## src/rtl/inv_softplus_8slice_pipelined.sv

```systemverilog
// Inverse softplus x = ln(e^y - 1) on Q8.8 input, 8 chord segments, 3-stage valid/ready pipeline.
// Optional build macro INV_SOFTPLUS_ROUND_EN selects round-half-up on segment results (default: floor).
module inv_softplus_8slice_pipelined #(
  parameter int DATA_W      = 16,
  parameter int COEF_W      = 16,
  parameter int FIXED_POINT = 8
) (
  input  logic                     clk,
  input  logic                     rst,
  input  logic signed [DATA_W-1:0] y_in,
  input  logic                     valid_in,
  output logic                     ready_in,
  output logic signed [DATA_W-1:0] x_out,
  output logic                     valid_out,
  input  logic                     ready_out,
  output logic                     domain_err,
  output logic [15:0]              err_count
);

  localparam int PROD_W = DATA_W + COEF_W;

  typedef enum logic [1:0] {CLS_SEG, CLS_LOW, CLS_PASS, CLS_ERR} cls_t;

  localparam logic signed [DATA_W-1:0] BP [9] = '{
    16'sd16, 16'sd32, 16'sd64, 16'sd128, 16'sd256, 16'sd512, 16'sd768, 16'sd1024, 16'sd1536};
  localparam logic signed [COEF_W-1:0] SLOPE [8] = '{
    16'sd2969, 16'sd1552, 16'sd846, 16'sd499, 16'sd336, 16'sd280, 16'sd264, 16'sd258};
  localparam logic signed [DATA_W-1:0] INTERCEPT [8] = '{
    -16'sd887, -16'sd710, -16'sd534, -16'sd360, -16'sd198, -16'sd85, -16'sd38, -16'sd13};
  localparam logic signed [DATA_W-1:0] LOW_CLAMP = -16'sd702;
  localparam logic signed [DATA_W-1:0] ERR_OUT   = 16'sh8000;

  localparam logic signed [PROD_W-1:0] HALF_LSB = PROD_W'(1 << (FIXED_POINT - 1));
  localparam logic signed [PROD_W-1:0] SAT_MAX  = PROD_W'((1 << (DATA_W - 1)) - 1);
  localparam logic signed [PROD_W-1:0] SAT_MIN  = -SAT_MAX - PROD_W'(1);

  function automatic logic signed [PROD_W-1:0] scale_prod(input logic signed [PROD_W-1:0] p);
`ifdef INV_SOFTPLUS_ROUND_EN
    return (p + HALF_LSB) >>> FIXED_POINT;
`else
    return p >>> FIXED_POINT;
`endif
  endfunction

  function automatic logic signed [DATA_W-1:0] sat_data(input logic signed [PROD_W-1:0] v);
    if (v > SAT_MAX)      return SAT_MAX[DATA_W-1:0];
    else if (v < SAT_MIN) return SAT_MIN[DATA_W-1:0];
    else                  return v[DATA_W-1:0];
  endfunction

  logic advance;
  assign advance  = !valid_out || ready_out;
  assign ready_in = advance;

  // Stage 1: classify y and find its segment
  logic [2:0] idx_c;
  cls_t       cls_c;

  always_comb begin
    idx_c = '0;
    for (int k = 1; k < 8; k++)
      if (y_in >= BP[k]) idx_c = 3'(k);
    if (y_in[DATA_W-1] || (y_in == '0)) cls_c = CLS_ERR;
    else if (y_in < BP[0])              cls_c = CLS_LOW;
    else if (y_in >= BP[8])             cls_c = CLS_PASS;
    else                                cls_c = CLS_SEG;
  end

  logic                     vld_p0;
  logic signed [DATA_W-1:0] y_p0;
  logic [2:0]               idx_p0;
  cls_t                     cls_p0;

  always_ff @(posedge clk) begin
    if (rst) begin
      vld_p0    <= 1'b0;
      err_count <= '0;
    end else if (advance) begin
      vld_p0 <= valid_in;
      if (valid_in && (cls_c == CLS_ERR) && (err_count != 16'hFFFF))
        err_count <= err_count + 16'd1;
    end
  end

  always_ff @(posedge clk) begin
    if (advance) begin
      y_p0   <= y_in;
      idx_p0 <= idx_c;
      cls_p0 <= cls_c;
    end
  end

  // Stage 2: chord slope multiply
  logic signed [PROD_W-1:0] y_ext, slope_ext;
  assign y_ext     = {{COEF_W{y_p0[DATA_W-1]}}, y_p0};
  assign slope_ext = {{DATA_W{SLOPE[idx_p0][COEF_W-1]}}, SLOPE[idx_p0]};

  logic                     vld_p1;
  logic signed [PROD_W-1:0] prod_p1;
  logic signed [DATA_W-1:0] y_p1;
  logic [2:0]               idx_p1;
  cls_t                     cls_p1;

  always_ff @(posedge clk) begin
    if (rst)          vld_p1 <= 1'b0;
    else if (advance) vld_p1 <= vld_p0;
  end

  always_ff @(posedge clk) begin
    if (advance) begin
      prod_p1 <= y_ext * slope_ext;
      y_p1    <= y_p0;
      idx_p1  <= idx_p0;
      cls_p1  <= cls_p0;
    end
  end

  // Stage 3: scale, add intercept, select by class
  logic signed [PROD_W-1:0] icpt_ext, seg_sum;
  logic signed [DATA_W-1:0] x_c;

  assign icpt_ext = {{COEF_W{INTERCEPT[idx_p1][DATA_W-1]}}, INTERCEPT[idx_p1]};
  assign seg_sum  = scale_prod(prod_p1) + icpt_ext;

  always_comb begin
    x_c = ERR_OUT;
    case (cls_p1)
      CLS_SEG:  x_c = sat_data(seg_sum);
      CLS_PASS: x_c = y_p1;
      CLS_LOW:  x_c = LOW_CLAMP;
      default:  x_c = ERR_OUT;
    endcase
  end

  always_ff @(posedge clk) begin
    if (rst) begin
      valid_out  <= 1'b0;
      x_out      <= '0;
      domain_err <= 1'b0;
    end else if (advance) begin
      valid_out  <= vld_p1;
      x_out      <= x_c;
      domain_err <= (cls_p1 == CLS_ERR);
    end
  end

endmodule

```

## config.mk

```make
export PLATFORM = sky130hd
export DESIGN_NAME = inv_softplus_8slice_pipelined
export DESIGN_NICKNAME = d
export VERILOG_FILES = /design/src/rtl/inv_softplus_8slice_pipelined.sv
export SDC_FILE = /design/constraint.sdc
export NUM_CORES = 1
export LEC_CHECK = 0
export CORE_MARGIN = 2
export CORE_UTILIZATION = 50
export DETAILED_ROUTE_END_ITERATION = 8
export PLACE_DENSITY = 0.67
export SYNTH_ARGS = -nofsm -noshare
export SYNTH_HDL_FRONTEND = slang
export SYNTH_SLANG_ARGS = --single-unit
```

## constraint.sdc

```tcl
create_clock -name clk -period 17 [get_ports clk]
set_clock_uncertainty 0.2 [all_clocks]
set_input_delay 3.4 -clock clk [delete_from_list [all_inputs] [get_ports clk]]
set_output_delay 3.4 -clock clk [all_outputs]
set_load 0.01 [all_outputs]
```

==> results.sh <==
export IMPL_status="finished clean"
export IMPL_port_buffers=54
export IMPL_crit_required_ns=13.40
export IMPL_postCtsSetupBuffers=0
export IMPL_cellLeakagePower_nw=6.47
export IMPL_drive_above_1_share=0.0334
export IMPL_cts_resized_gates=0
export IMPL_clock_fmax_mhz=120
export IMPL_min_from="cls_p0[1]"
export IMPL_hp_class="reg2reg"
export IMPL_final_antenna_net_count=0
export IMPL_overflow=0
export IMPL_synth_yosys_seq_area_share=0.215
export IMPL_r2r_start="idx_p0[1]"
export IMPL_switching_share=0.474
export IMPL_netlist_instances=1308
export IMPL_period_share=0.491
export IMPL_die_w_um=163
export IMPL_min_to="cls_p1[1]"
export IMPL_gp_congestion=0.887
export IMPL_highest_layer="met4"
export IMPL_first_pass_iters=5
export IMPL_comb_power_share=0.744
export IMPL_cts_buffers_inserted=9
export IMPL_die_y_um=163
export IMPL_power_density_nw_per_um2=184
export IMPL_crit_reg2reg_capture="prod_p1[31]"
export IMPL_irDropWorstVdd_v=0.000121
export IMPL_hold_viol_final=0
export IMPL_wl_um=26900
export IMPL_post_drt_wl_per_cell_um=16.0
export IMPL_htreeDepth=3
export IMPL_rows=58
export IMPL_routed_wl_met2_um=13300
export IMPL_grt_total_usage=0.212
export IMPL_met3_length_um=1260
export IMPL_clockPowerShare=0.076
export IMPL_crit_path_end_kind="output port"
export IMPL_dp_hpwl_um=21400
export IMPL_whs_ns=0.245
export IMPL_start_util=0.504
export IMPL_hold_buffers=0
export IMPL_grt_pass1_wl_um=44400
export IMPL_regToRegSetupSlack_ns=9.26
export IMPL_synth_edf_count=66
export IMPL_tns_ns=0
export IMPL_path_clk_slew_ns=0.08
export IMPL_crit_path_max_fanout=16
export IMPL_whs_path_depth=0
export IMPL_drv_cap=0
export IMPL_grt_max_degree=86
export IMPL_final_min_clock_period_ns=8.35
export IMPL_root_buffer="clkbuf_16"
export IMPL_seqPwrFrac=0.180
export IMPL_synth_nets=1632
export IMPL_syn_to_final_growth_pct=9.33
export IMPL_core_um2=25000
export IMPL_drtIter0Drc=513
export IMPL_synthDistinctLibCells=58
export IMPL_slew_viol_final=0
export IMPL_clock_sink_count=102
export IMPL_yosysWarnings=0
export IMPL_num_vias=8754
export IMPL_antenna_found_initial=0
export IMPL_relSlewSlack=0.335
export IMPL_startpoint_type="input port"
export IMPL_fin_nets=1667
export IMPL_clock_latency_ns=0.34
export IMPL_avgViaCountPerCell=5.22
export IMPL_synth_area_um2=12600
export IMPL_wl_met1_um=12100
export IMPL_cts_tree="done"
export IMPL_cts_buffer_depth=2
export IMPL_synth_main_ff_cell="edfxtp_1"
export IMPL_dieArea_um2=26400
export IMPL_syn_avg_cell_area_um2=9.61
export IMPL_power_w=0.00253
export IMPL_criticalPathCategory="in2out"
export IMPL_drc=0
export IMPL_rsz0062_at_grt="false"
export IMPL_worst_pin_slew_ns=0.978
export IMPL_arrival_ns=4.75
export IMPL_ys_async_sr_fraction=0
export IMPL_io_pins=55
export IMPL_setup_viol=0
export IMPL_synth_seq_cells=102
export IMPL_switching_power_w=0.00120
export IMPL_reg2reg_depth=23
export IMPL_diodes=0
export IMPL_internal_power_w=0.00133
export IMPL_first_global_vias=8858
-- metrics by stage --
stage | instance area, um^2 | std cells | util | setup slack (ns)
global route | 13700 | 1678 | 0.551 | 8.59
global placement | 13500 | 1662 | 0.539 | 8.64
CTS | 13700 | 1678 | 0.551 | 8.64
detailed placement | 13500 | 1662 | 0.539 | 8.64
floorplan | 12600 | 1308 | - | 7.67
finish | 13700 | 1678 | 0.551 | 8.65
-- cell usage in the layout (no fill, tap or decap), types with 3 or more instances in the layout --
cell type,n
fa_1,191
or3_1,7
buf_4,12
nand3_1,21
and3_1,5
nor2_1,55
clkbuf_16,9
o21ai_1,4
a21oi_1,24
a22oi_1,8
a31oi_1,5
dfxtp_1,36
mux2i_1,5
edfxtp_1,66
clkdlybuf4s50_1,54
or2_2,4
a211oi_1,13
nor3_1,16
a21o_1,4
nor2b_1,25
xor2_1,26
o21ai_0,22
inv_1,291
o31ai_1,3
nand2b_1,12
o221ai_1,8
nand2_1,114
nand4_1,11
and4_1,3
inv_6,3
and2_1,85
ha_1,113
xnor2_1,29
o21bai_1,3
mux2_2,4
o22ai_1,3
nor4_1,9
o21a_1,7
o211ai_1,8
-- logic make-up after synthesis --
family	Yosys count	synth area share
AND/OR/NAND/NOR	374	0.151
AO/OA/AOI/OAI	129	0.0711
buffers and inverters	334	0.0997
flip-flops	102	0.215
adder cells (fa/ha/maj)	304	0.416
XOR/XNOR	55	0.0383
multiplexers	10	0.00836
-- routing by layer --
metal  vias up  track usage
li1       4179            -
met1      4319        0.287
met2       224        0.372
met3        32       0.0250
met4         0       0.0406
met5         -            0
-- Yosys cell counts, types with 6 or more instances --
master	n	area, um^2
fa_1	191	3820
inv_1	291	1090
nor2b_1	25	156
a22oi_1	8	60.1
a21oi_1	24	120
o211ai_1	8	60.1
or3_1	7	43.8
o221ai_1	8	70.1
nand2b_1	12	75.1
and2_1	85	532
mux2i_1	6	60.1
ha_1	113	1410
nand4_1	11	68.8
nor3_1	16	80.1
clkbuf_1	41	154
nor4_1	9	56.3
nand2_1	114	428
o21ai_0	22	110
o21a_1	7	52.6
a211oi_1	13	97.6
xnor2_1	29	254
nand3_1	21	105
edfxtp_1	66	1980
xor2_1	26	228
dfxtp_1	36	721
nor2_1	55	206
-- sequential cells by signal (all words and copies together), names as in the netlist --
| register | count |
|---|---|
| prod_p1 | 24 |
| err_count | 16 |
| x_out | 16 |
| y_p0 | 16 |
| y_p1 | 16 |
| idx_p0 | 3 |
| idx_p1 | 3 |
| cls_p0 | 2 |
| cls_p1 | 2 |
| domain_err | 1 |
| valid_out | 1 |
| vld_p0 | 1 |
| vld_p1 | 1 |
-- critical path, cell delays in order --
cell,delay [ns]
clkdlybuf4s50_1,0.40
nor2b_1,0.10
buf_4,0.22
clkinv_2,0.13
clkdlybuf4s50_1,0.49
-- cell type report --
type	instances	area [um^2]
clock buffers	10	229
clock inverters	6	53.8
fillers	2240	11200
inverters	292	1100
multi-input cells	872	8620
flip-flops and latches	102	2700
well taps	330	413
repair buffers	66	631
-- how the worst max path moves through the flow --
stage                          end  depth (start not counted)      start
final                     ready_in                          5  ready_out
after global routing      ready_in                          5  ready_out
after CTS                 ready_in                          5  ready_out
after detailed placement  ready_in                          5  ready_out
after global placement    ready_in                          5  ready_out
after floorplan           ready_in                          4  ready_out
-- power groups by stage --
stage	sequential, W	clock (W)	combinational (W)
floorplan	0.000438	0	0.00151
global placement	0.000460	0	0.00183
detailed placement	0.000460	0	0.00188
CTS	0.000455	0.000197	0.00189
global route	0.000462	0.000206	0.00218
finish	0.000455	0.000193	0.00188
Power figures use the tool's default switching activity.
